--- config.mk ---
export PLATFORM = sky130hd
export DESIGN_NAME = clk_enable_nco_flat
export DESIGN_NICKNAME = d
export VERILOG_FILES = /design/src/rtl/clk_enable_nco_if.sv /design/src/rtl/clk_enable_nco.sv /design/src/flat_wrapper.sv
export SDC_FILE = /design/constraint.sdc
export NUM_CORES = 1
export LEC_CHECK = 0
export CAP_MARGIN = 20
export CORE_ASPECT_RATIO = 1.75
export CORE_UTILIZATION = 30
export CTS_BUF_LIST = sky130_fd_sc_hd__clkbuf_8
export CTS_CLUSTER_DIAMETER = 80
export DETAILED_ROUTE_END_ITERATION = 10
export GPL_ROUTABILITY_DRIVEN = 0
export PLACE_DENSITY = 0.48
export SYNTH_ARGS = -nofsm -noshare
export SYNTH_HDL_FRONTEND = slang
export SYNTH_SLANG_ARGS = --single-unit
export TNS_END_PERCENT = 100
--- constraint.sdc ---
create_clock -name clk -period 2.9 [get_ports clk]
set_clock_uncertainty 0.1 [all_clocks]
set_input_delay 0.58 -clock clk [delete_from_list [all_inputs] [get_ports clk]]
set_output_delay 0.58 -clock clk [all_outputs]
set_load 0.05 [all_outputs]
--- src/rtl/clk_enable_nco_if.sv ---
// Control/status bundle for clk_enable_nco.
// Write port: wr_en is a single-cycle strobe with no ready; the NCO accepts every
// strobe on the edge it is sampled, and wr_ch >= NUM_CH is dropped without effect.
// Outputs are registered and valid every cycle after reset; lock_state mirrors the
// lock FSM (0 = SETTLING, 1 = LOCKED) for observation.
interface clk_enable_nco_if #(
  parameter int NUM_CH = 3,
  parameter int ACC_W  = 24
);
  localparam int CHW = (NUM_CH > 1) ? $clog2(NUM_CH) : 1;

  logic              enable;
  logic              wr_en;
  logic [CHW-1:0]    wr_ch;
  logic [ACC_W-1:0]  wr_inc;
  logic [NUM_CH-1:0] ce_out;
  logic [NUM_CH-1:0] clk_out;
  logic              locked;
  logic              lock_state;

  modport master (
    output enable, wr_en, wr_ch, wr_inc,
    input  ce_out, clk_out, locked, lock_state
  );

  modport slave (
    input  enable, wr_en, wr_ch, wr_inc,
    output ce_out, clk_out, locked, lock_state
  );
endinterface

--- src/rtl/clk_enable_nco.sv ---
// Multi-channel phase-accumulator NCO producing clock-enable strobes and divided
// clocks from the system clock, with a lock flag that reports when all channels
// have run undisturbed for LOCK_CYCLES enabled cycles.
module clk_enable_nco #(
  parameter int               NUM_CH      = 3,
  parameter int               ACC_W       = 24,
  parameter logic [ACC_W-1:0] INC_DEFAULT = 24'h555555,
  parameter int               LOCK_CYCLES = 16
) (
  input logic               clk,
  input logic               reset,
  clk_enable_nco_if.slave   bus
);
  localparam int CHW = (NUM_CH > 1) ? $clog2(NUM_CH) : 1;
  localparam int LCW = $clog2(LOCK_CYCLES + 1);

  localparam logic [0:0] ST_SETTLING = 1'b0;
  localparam logic [0:0] ST_LOCKED   = 1'b1;

  logic [ACC_W-1:0]  r_acc [NUM_CH];
  logic [ACC_W-1:0]  r_inc [NUM_CH];
  logic [ACC_W:0]    w_sum [NUM_CH];
  logic [NUM_CH-1:0] r_ce;
  logic [NUM_CH-1:0] r_clk;
  logic [NUM_CH-1:0] w_wr_hit;
  logic              w_wr_valid;
  logic [LCW-1:0]    r_lock_cnt;
  logic [LCW-1:0]    w_cnt_next;
  logic [0:0]        r_state;

  // A write addresses a real channel only when wr_ch is in range.
  assign w_wr_valid = bus.wr_en &&
                      ({{(32-CHW){1'b0}}, bus.wr_ch} < 32'(NUM_CH));

  // Per-channel next accumulator value with carry and write-select decode.
  always_comb begin
    w_wr_hit = '0;
    for (int i = 0; i < NUM_CH; i++) begin
      w_sum[i] = {1'b0, r_acc[i]} + {1'b0, r_inc[i]};
      if (w_wr_valid && (bus.wr_ch == CHW'(i))) w_wr_hit[i] = 1'b1;
    end
  end

  // Accumulate, strobe on carry, toggle divided clock; a write restarts its channel.
  always_ff @(posedge clk) begin
    for (int i = 0; i < NUM_CH; i++) begin
      if (reset) begin
        r_acc[i] <= '0;
        r_inc[i] <= INC_DEFAULT;
        r_ce[i]  <= 1'b0;
        r_clk[i] <= 1'b0;
      end else if (w_wr_hit[i]) begin
        r_acc[i] <= '0;
        r_inc[i] <= bus.wr_inc;
        r_ce[i]  <= 1'b0;
        r_clk[i] <= 1'b0;
      end else if (bus.enable) begin
        r_acc[i] <= w_sum[i][ACC_W-1:0];
        r_ce[i]  <= w_sum[i][ACC_W];
        r_clk[i] <= r_clk[i] ^ w_sum[i][ACC_W];
      end else begin
        r_ce[i]  <= 1'b0;
      end
    end
  end

  // Saturating count of undisturbed enabled cycles.
  assign w_cnt_next = (r_lock_cnt == LCW'(LOCK_CYCLES)) ? r_lock_cnt
                                                        : r_lock_cnt + 1'b1;

  // Lock FSM: any valid write drops back to SETTLING, even on the completing edge.
  always_ff @(posedge clk) begin
    if (reset || w_wr_valid) begin
      r_lock_cnt <= '0;
      r_state    <= ST_SETTLING;
    end else if (bus.enable) begin
      r_lock_cnt <= w_cnt_next;
      r_state    <= (w_cnt_next == LCW'(LOCK_CYCLES)) ? ST_LOCKED : ST_SETTLING;
    end
  end

  assign bus.ce_out     = r_ce;
  assign bus.clk_out    = r_clk;
  assign bus.locked     = (r_state == ST_LOCKED);
  assign bus.lock_state = r_state;
endmodule
--- src/flat_wrapper.sv ---
// flat-port wrapper written by rule: the top's interface ports become plain ports
module clk_enable_nco_flat 
#(
  parameter int               NUM_CH      = 3,
  parameter int               ACC_W       = 24,
  parameter logic [ACC_W-1:0] INC_DEFAULT = 24'h555555,
  parameter int               LOCK_CYCLES = 16
)
  (clk, reset, bus_enable, bus_wr_en, bus_wr_ch, bus_wr_inc, bus_ce_out, bus_clk_out, bus_locked, bus_lock_state);
  clk_enable_nco_if #(.NUM_CH(NUM_CH), .ACC_W(ACC_W)) bus_i ();
  input logic clk;
  input logic reset;
  input wire logic [$bits(bus_i.enable)-1:0] bus_enable;
  input wire logic [$bits(bus_i.wr_en)-1:0] bus_wr_en;
  input wire logic [$bits(bus_i.wr_ch)-1:0] bus_wr_ch;
  input wire logic [$bits(bus_i.wr_inc)-1:0] bus_wr_inc;
  output wire logic [$bits(bus_i.ce_out)-1:0] bus_ce_out;
  output wire logic [$bits(bus_i.clk_out)-1:0] bus_clk_out;
  output wire logic [$bits(bus_i.locked)-1:0] bus_locked;
  output wire logic [$bits(bus_i.lock_state)-1:0] bus_lock_state;
  assign bus_i.enable = bus_enable;
  assign bus_i.wr_en = bus_wr_en;
  assign bus_i.wr_ch = bus_wr_ch;
  assign bus_i.wr_inc = bus_wr_inc;
  assign bus_ce_out = bus_i.ce_out;
  assign bus_clk_out = bus_i.clk_out;
  assign bus_locked = bus_i.locked;
  assign bus_lock_state = bus_i.lock_state;
  clk_enable_nco #(.NUM_CH(NUM_CH), .ACC_W(ACC_W), .INC_DEFAULT(INC_DEFAULT), .LOCK_CYCLES(LOCK_CYCLES)) u_core (.clk(clk), .reset(reset), .bus(bus_i));
endmodule
==> summary.txt, run 1 <==
Run status
  – Status: finished clean

Worst setup path
  – Worst EP required: slightly above 3 ns
  – Crit-path max FO: 3
  – Slowest CP cell: fa_1
  – Worst R2R Path Depth: 9
  – Worst path buffer plus inverter count: 0
  – Delay-heaviest family, CP: compound AO/OA/AOI/OAI gates
  – CP startpoint kind: flip-flop
  – CP Cell Sequence: ha_1, fa_1, a21oi_1, o221ai_2, a31oi_2, o21ai_1, a31oi_1, xor2_1, nor2_1
  – Kind of critical path: reg2reg
  – CP Capture Type: flip-flop
  – Worst R2R Start: u_core.r_acc[2][0]
  – CP peak stage delay: about 0.47 ns
  – Reg2Reg Setup Slack: about 0.18 ns
  – Worst path arrival time: around 2.9 ns
  – RR Endpoint: u_core.r_acc[2][14]
  – Stages on worst setup path: 9

Synthesis
  – Post-synth EDFFs: approximately 140
  – Post-synth top area share: between 40 and 50%
  – Seq/Total Area, Yosys: around half
  – Yosys top cell by area: edfxtp_1
  – Synth Register Bits: ~160
  – Yosys warns: 0
  – Top cells by area, synth: edfxtp_1 (46%), ha_1 (9.8%), a21oi_1 (4.0%)
  – Dominant synthesized flop cell: edfxtp_1
  – Mapped Nets: approximately 1.0k
  – Yosys cell types: between 60 and 70
  – Gate Count Post-Synth: 915
  – Avg Inst Size Synth: 10.4 sq um
  – FFs w/ async S/R, synth: 0%
  – Synthesized cell area: roughly 0.0095 sq mm
  – Most common library cells after synthesis: edfxtp_1 (144), nor2_1 (98), a21oi_1 (76)
  – Count leader, synth: edfxtp_1

Hold path
  – Worst min path class: reg2reg
  – Hold Path Origin: u_core.bus.lock_state
  – Hold path endpoint: u_core.bus.lock_state
  – Hold Crit Depth: 2

Route
  – Detailed Routing Iterations Pass 1: 4
  – DRC: 0
  – Post-Route WL: between 20 and 30 mm
  – DRT antenna net count: 0
  – Drt via density: ~5
  – Initial DRC Count: 280
  – DR WL/cell: around 19 microns
  – Vias: ~7k

Floorplan
  – Io pins: 38
  – Die height: ~240 microns
  – Die ar.: around 0.032 sq mm
  – Placement Rows: 85
  – Initial Util: 30.6%
  – Die width: 136 microns
  – Core area: between 0.03 and 0.04 sq mm

STA
  – Tightest Pin Transition: 0.752 ns
  – Hold WS: about 0.42 ns
  – Slew headroom: just under 50%
  – Final worst-path cycle share: between 90% and 100%
  – Final hold vios: 0
  – Slew Limit Fails: 0
  – RSZ-0062 raised after global routing: yes
  – Tmin final: 2.72 ns
  – Setup WS post-layout: 0.182 ns
  – Achievable Freq: between 0.3 and 0.4 GHz
  – Setup-failing EPs final: 0

Clock network
  – Clock root cell: clkbuf_8
  – Reg clk slew, reported paths: about 0.090 ns
  – Longest Clk Path Bufs: 2
  – CTS Hold Buffers Added: 0
  – H-Tree Depth: 4
  – Clock sink total: ~160
  – Post-CTS Setup Bufs: 0
  – Clock buffer count from CTS: 17
  – Clk Latency, worst-skew pair: about 0.48 ns
  – CTS tree: built

Pwr
  – Pwr Density: about 600 mW/mm^2
  – Leak Pwr: approximately 4.2 nW
  – Worst VDD drop: 0.364 mV

Global route
  – Initial antenna violation count: 2
  – Largest net degree at the start of global routing: 30
  – Vias in the first global route: between 7k and 8k
  – GRT overflow: 0
  – Overall global routing resource usage: about 17%
  – First-pass GRT wire length: 39.6 mm

Placed design
  – HPWL Detailed: between 15 and 20 mm
  – Placement Setup Slack: around 0.13 ns
  – Port Buf Inserts: 37

Layout
  – Final Net Count: roughly 1.1k
  – Area Overhead vs Synth: 15.5%
  – Layout cells sized above 1: approximately 8.4%

Run
  – Number of max-cap violations: 0
-- power breakdown --
group / internal (W) / switching, W
clock: 0.00102 / 0.000895
combinational: 0.000760 / 0.00113
sequential: 0.00270 / 0.0000990
-- logic make-up (layout without fill, tap and decap cells) --
group | count (synthesis) | after routing | synth area share (%)
compound gates | 215 | 215 | 14.8
xor+xnor | 62 | 62 | 5.72
flops | 156 | 156 | 48.1
other cells | 0 | 1 | 0
simple gates | 346 | 346 | 18.4
mux | 2 | 2 | 0.211
buf+inv | 57 | 117 | 2.36
fa+ha+maj | 77 | 77 | 10.4
-- placed cells by master (no fill, tap or decap), drive strengths merged, types with 13 or more instances in the layout --
master / netlist / layout
a21o: 19 / 19
a21oi: 76 / 76
a31oi: 15 / 15
and2: 41 / 41
buf: 6 / 30
clkbuf: 33 / 17
clkdlybuf4s50: 0 / 37
edfxtp: 144 / 144
ha: 74 / 74
inv: 18 / 19
nand2: 64 / 64
nand3: 20 / 20
nand4: 15 / 15
nor2: 99 / 99
nor3: 18 / 18
o21a: 13 / 13
o21ai: 45 / 45
or3: 38 / 38
xnor2: 31 / 31
xor2: 31 / 31
-- stage by stage --
| stage | TNS, ns | total power, W | util [%] | instances | area [sq um] |
|---|---|---|---|---|---|
| floorplan | 0 | 0.00419 | - | 915 | 9490 |
| CTS | 0 | 0.00669 | 35.3 | 1366 | 10900 |
| finish | 0 | 0.00661 | 35.4 | 1367 | 11000 |
| global route | -0.00132 | 0.00699 | 35.4 | 1367 | 11000 |
| detailed placement | 0 | 0.00474 | 33.9 | 1334 | 10500 |
| global placement | 0 | 0.00474 | 33.9 | 1334 | 10500 |
-- how the worst max path moves through the flow --
stage,startpoint,endpoint,slack (ns)
6_report,u_core.r_acc[2][0],u_core.r_acc[2][14],0.18
5_1_grt,u_core.r_acc[2][0],u_core.r_acc[2][14],-0.001
3_5_place_dp,u_core.r_acc[2][0],u_core.r_acc[2][22],0.13
4_1_cts,u_core.r_acc[2][0],u_core.r_acc[2][22],0.1
2_1_floorplan,bus_wr_ch[1],u_core.r_acc[0][0],0.19
3_3_place_gp,u_core.r_acc[2][0],u_core.r_acc[2][22],0.18
-- routing by layer --
metal  share of wire [%]  global-route usage, %
met1                  39                   18.1
met2                  54                   30.5
met3                 2.9                   3.01
met4                 3.3                   8.08
met5               0.051                      0
-- repair_timing --
item	in CTS	in global routing
resized for setup	0	4
hold endpoints to repair	0	0
setup endpoints to repair	0	9
-- flip-flops by register name, summed over array words and instances, names as in the netlist --
signal and flops:
u_core.r_acc 72, u_core.bus.lock_state 1, u_core.bus.ce_out 3, u_core.r_inc 72, u_core.bus.clk_out 3, u_core.r_lock_cnt 5
-- layout make-up --
cell class | count | area, sq um
fill | 3089 | 20000
multi-input combinational | 702 | 4720
sequential | 156 | 4560
timing repair buffer | 67 | 658
tap | 391 | 489
clock buffer | 17 | 234
clock inverter | 15 | 221
inverter | 18 | 67.6
antenna | 1 | 2.50
-- tightest hold or removal path, delay by kind of cell (launching register included) --
kind / cells / cell delay, ns
AOI/OAI and AO/OA: 1 / 0.06
and+or+nand+nor: 1 / 0.07
DFF: 1 / 0.34
Power figures use the tool's default switching activity.
==> inputs of run 2 (changes only) <==
--- a/config.mk
+++ b/config.mk
@@ -7,12 +7,12 @@
 export LEC_CHECK = 0
 export CAP_MARGIN = 20
 export CORE_ASPECT_RATIO = 1.75
-export CORE_UTILIZATION = 30
+export CORE_UTILIZATION = 50
 export CTS_BUF_LIST = sky130_fd_sc_hd__clkbuf_8
 export CTS_CLUSTER_DIAMETER = 80
 export DETAILED_ROUTE_END_ITERATION = 10
 export GPL_ROUTABILITY_DRIVEN = 0
-export PLACE_DENSITY = 0.48
+export PLACE_DENSITY = 0.71
 export SYNTH_ARGS = -nofsm -noshare
 export SYNTH_HDL_FRONTEND = slang
 export SYNTH_SLANG_ARGS = --single-unit
==> run 2 against run 1 <==
Compared with the run above:
- sequential power is essentially flat
- die area shrank 40%
- worst hold slack lost 0.0096 ns
==> summary.txt, run 2 (synthesis gave the netlist of run 1 again) <==
Run status
  – Status: finished clean

Floorplan
  – Die ar.: 0.0195 sq mm
  – Initial Util: 51.1%
  – Die width: between 100 and 150 microns
  – Core area: between 0.015 and 0.02 sq mm
  – Io pins: 38
  – Die height: around 180 microns
  – Placement Rows: 66

STA
  – Tightest Pin Transition: 0.674 ns
  – RSZ-0062 raised after global routing: no
  – Tmin final: ~2.8 ns
  – Setup TNS: 0 ns
  – Setup-failing EPs final: 0
  – Final hold vios: 0
  – Slew Limit Fails: 0
  – Final worst-path cycle share: between 90 and 100%
  – Achievable Freq: approximately 0.36 GHz
  – Slew headroom: about 55%

Worst setup path
  – Worst R2R Start: u_core.r_inc[0][0]
  – Worst EP required: 3.00 ns
  – Kind of critical path: reg2reg
  – Crit-path max FO: 4
  – Crit path capture: u_core.r_acc[0][22]
  – Delay-heaviest family, CP: compound AO/OA/AOI/OAI gates
  – Slowest CP cell: fa_1
  – Reg2Reg Setup Slack: 0.14 ns
  – Worst path arrival time: ~2.9 ns
  – CP Cell Sequence: ha_1, fa_1, a211oi_1, nor2_2, a41oi_2, buf_4, o211a_1, o221ai_1, xnor2_1, nor2_1
  – CP peak stage delay: around 0.43 ns
  – Stages on worst setup path: 10
  – Worst R2R Path Depth: 10
  – RR Endpoint: u_core.r_acc[0][22]
  – Worst path buffer plus inverter count: 1
  – CP startpoint: u_core.r_inc[0][0]
  – CP startpoint kind: flip-flop
  – CP Capture Type: flip-flop

Clock network
  – H-Tree Depth: 4
  – Clk Latency, worst-skew pair: around 0.47 ns
  – Clock buffer count from CTS: 17
  – Longest Clk Path Bufs: 2
  – Reg clk slew, reported paths: approximately 0.090 ns
  – Clock root cell: clkbuf_8
  – CTS tree: built
  – Clock sink total: ~160

Route
  – Post-Route WL: 24.1 mm
  – Drt via density: about 6
  – DRT antenna net count: 0
  – Detailed Routing Iterations Pass 1: 7
  – DRC: 0
  – Initial DRC Count: approximately 420
  – Vias: 7218
  – DR WL/cell: ~20 microns

Global route
  – GRT overflow: 0
  – Initial antenna violation count: 0
  – Largest net degree at the start of global routing: 27
  – Overall global routing resource usage: 26.1%
  – First-pass GRT wire length: 38.2 mm
  – Vias in the first global route: 7353

Placed design
  – HPWL Detailed: approximately 18 mm
  – Placed Instance Area: just over 0.01 sq mm
  – Port Buf Inserts: 37

Hold path
  – Worst min path class: reg2reg
  – Hold Crit Depth: 2

Pwr
  – Worst VDD drop: around 0.49 mV
  – Switching Power: roughly 0.0021 W
  – Internal power: approximately 0.0042 W
  – Overall power: 0.00638 W
  – Pwr Density: roughly 600 mW/mm^2
  – Power share of the combinational group: a little under 30%
  – Sequential Power Share: a little over two fifths
  – Clk pwr share: between 20% and 30%
  – Leak Pwr: approximately 4.1 nW
  – Switch share: 33.6%

Run
  – Number of max-cap violations: 0

Layout
  – Finished layout cell area: around 0.011 sq mm
  – Filler cell count: approximately 1.6k
  – Area Overhead vs Synth: 12.3%
  – Most common cell after layout, fill and taps aside: edfxtp_1
  – Ant. Diodes: 0
  – Layout cells sized above 1: approximately 8.5%
  – Biggest regs: u_core.r_acc: 72 flops, u_core.r_inc: 72 flops, u_core.r_lock_cnt: 5 flops
  – Final Net Count: ~1.1k
  – Commonest cells after routing, fill and taps aside: edfxtp_1 (144), nor2_1 (98), a21oi_1 (75)
-- run 2: metal layers --
| layer | up-vias | part of all wire (%) | global-route usage (%) |
|---|---|---|---|
| met1 | 3471 | 37 | 27.2 |
| met4 | 0 | 5.5 | 15.9 |
| met2 | 194 | 54 | 48.8 |
| met5 | - | 0 | 0 |
| met3 | 71 | 3.7 | 3.68 |
| li1 | 3482 | - | - |
-- run 2: metrics by stage --
stage	hold slack (ns)	worst slack [ns]	util [%]	cells
after floorplan	0.403	0.192	-	915
after global placement	0.378	0.156	55.0	1180
after detailed placement	0.392	0.107	55.0	1180
after CTS	0.406	0.0872	57.2	1212
after global routing	0.428	0.00536	57.4	1213
final	0.408	0.137	57.4	1213
-- run 2: power by group through the flow --
| stage | clock (W) | combinational, W | sequential (W) |
|---|---|---|---|
| final | 0.00168 | 0.00190 | 0.00280 |
| after global routing | 0.00179 | 0.00211 | 0.00282 |
| after CTS | 0.00170 | 0.00187 | 0.00280 |
| after detailed placement | 0 | 0.00185 | 0.00285 |
| after global placement | 0 | 0.00184 | 0.00284 |
| after floorplan | 0 | 0.00136 | 0.00283 |
-- run 2: layout make-up --
class                      count  area (sq um)  share of cell area (%)
clock buffer                  17           234                    2.20
tap                          238           298                    2.79
timing repair buffer          67           608                    5.71
sequential                   156          4560                    42.8
inverter                      18          67.6                   0.634
multi-input combinational    702          4720                    44.3
clock inverter                15           166                    1.56
-- run 2: worst min-delay path by stage --
stage	startpoint	to	slack (ns)
5_1_grt	u_core.bus.lock_state	u_core.bus.lock_state	0.43
3_3_place_gp	u_core.bus.lock_state	u_core.bus.lock_state	0.38
4_1_cts	u_core.bus.lock_state	u_core.bus.lock_state	0.41
3_5_place_dp	u_core.bus.lock_state	u_core.bus.lock_state	0.39
6_report	u_core.bus.lock_state	u_core.bus.lock_state	0.41
2_1_floorplan	u_core.r_lock_cnt[1]	u_core.r_lock_cnt[1]	0.40
-- run 2: what timing repair did --
item	in CTS	in global routing
hold buffers	0	0
resized for setup	0	4
endpoints found under the setup margin	0	9
setup buffers	0	1
-- run 2: worst reg2reg max path: cells and delay by family, from the launching register on --
| kind | cells | cell delay, ns |
|---|---|---|
| AO/OA/AOI/OAI | 4 | 0.86 |
| buffers and inverters | 1 | 0.18 |
| flip-flops | 1 | 0.38 |
| AND/OR/NAND/NOR | 2 | 0.17 |
| adder cells (fa/ha/maj) | 2 | 0.66 |
| XOR/XNOR | 1 | 0.16 |
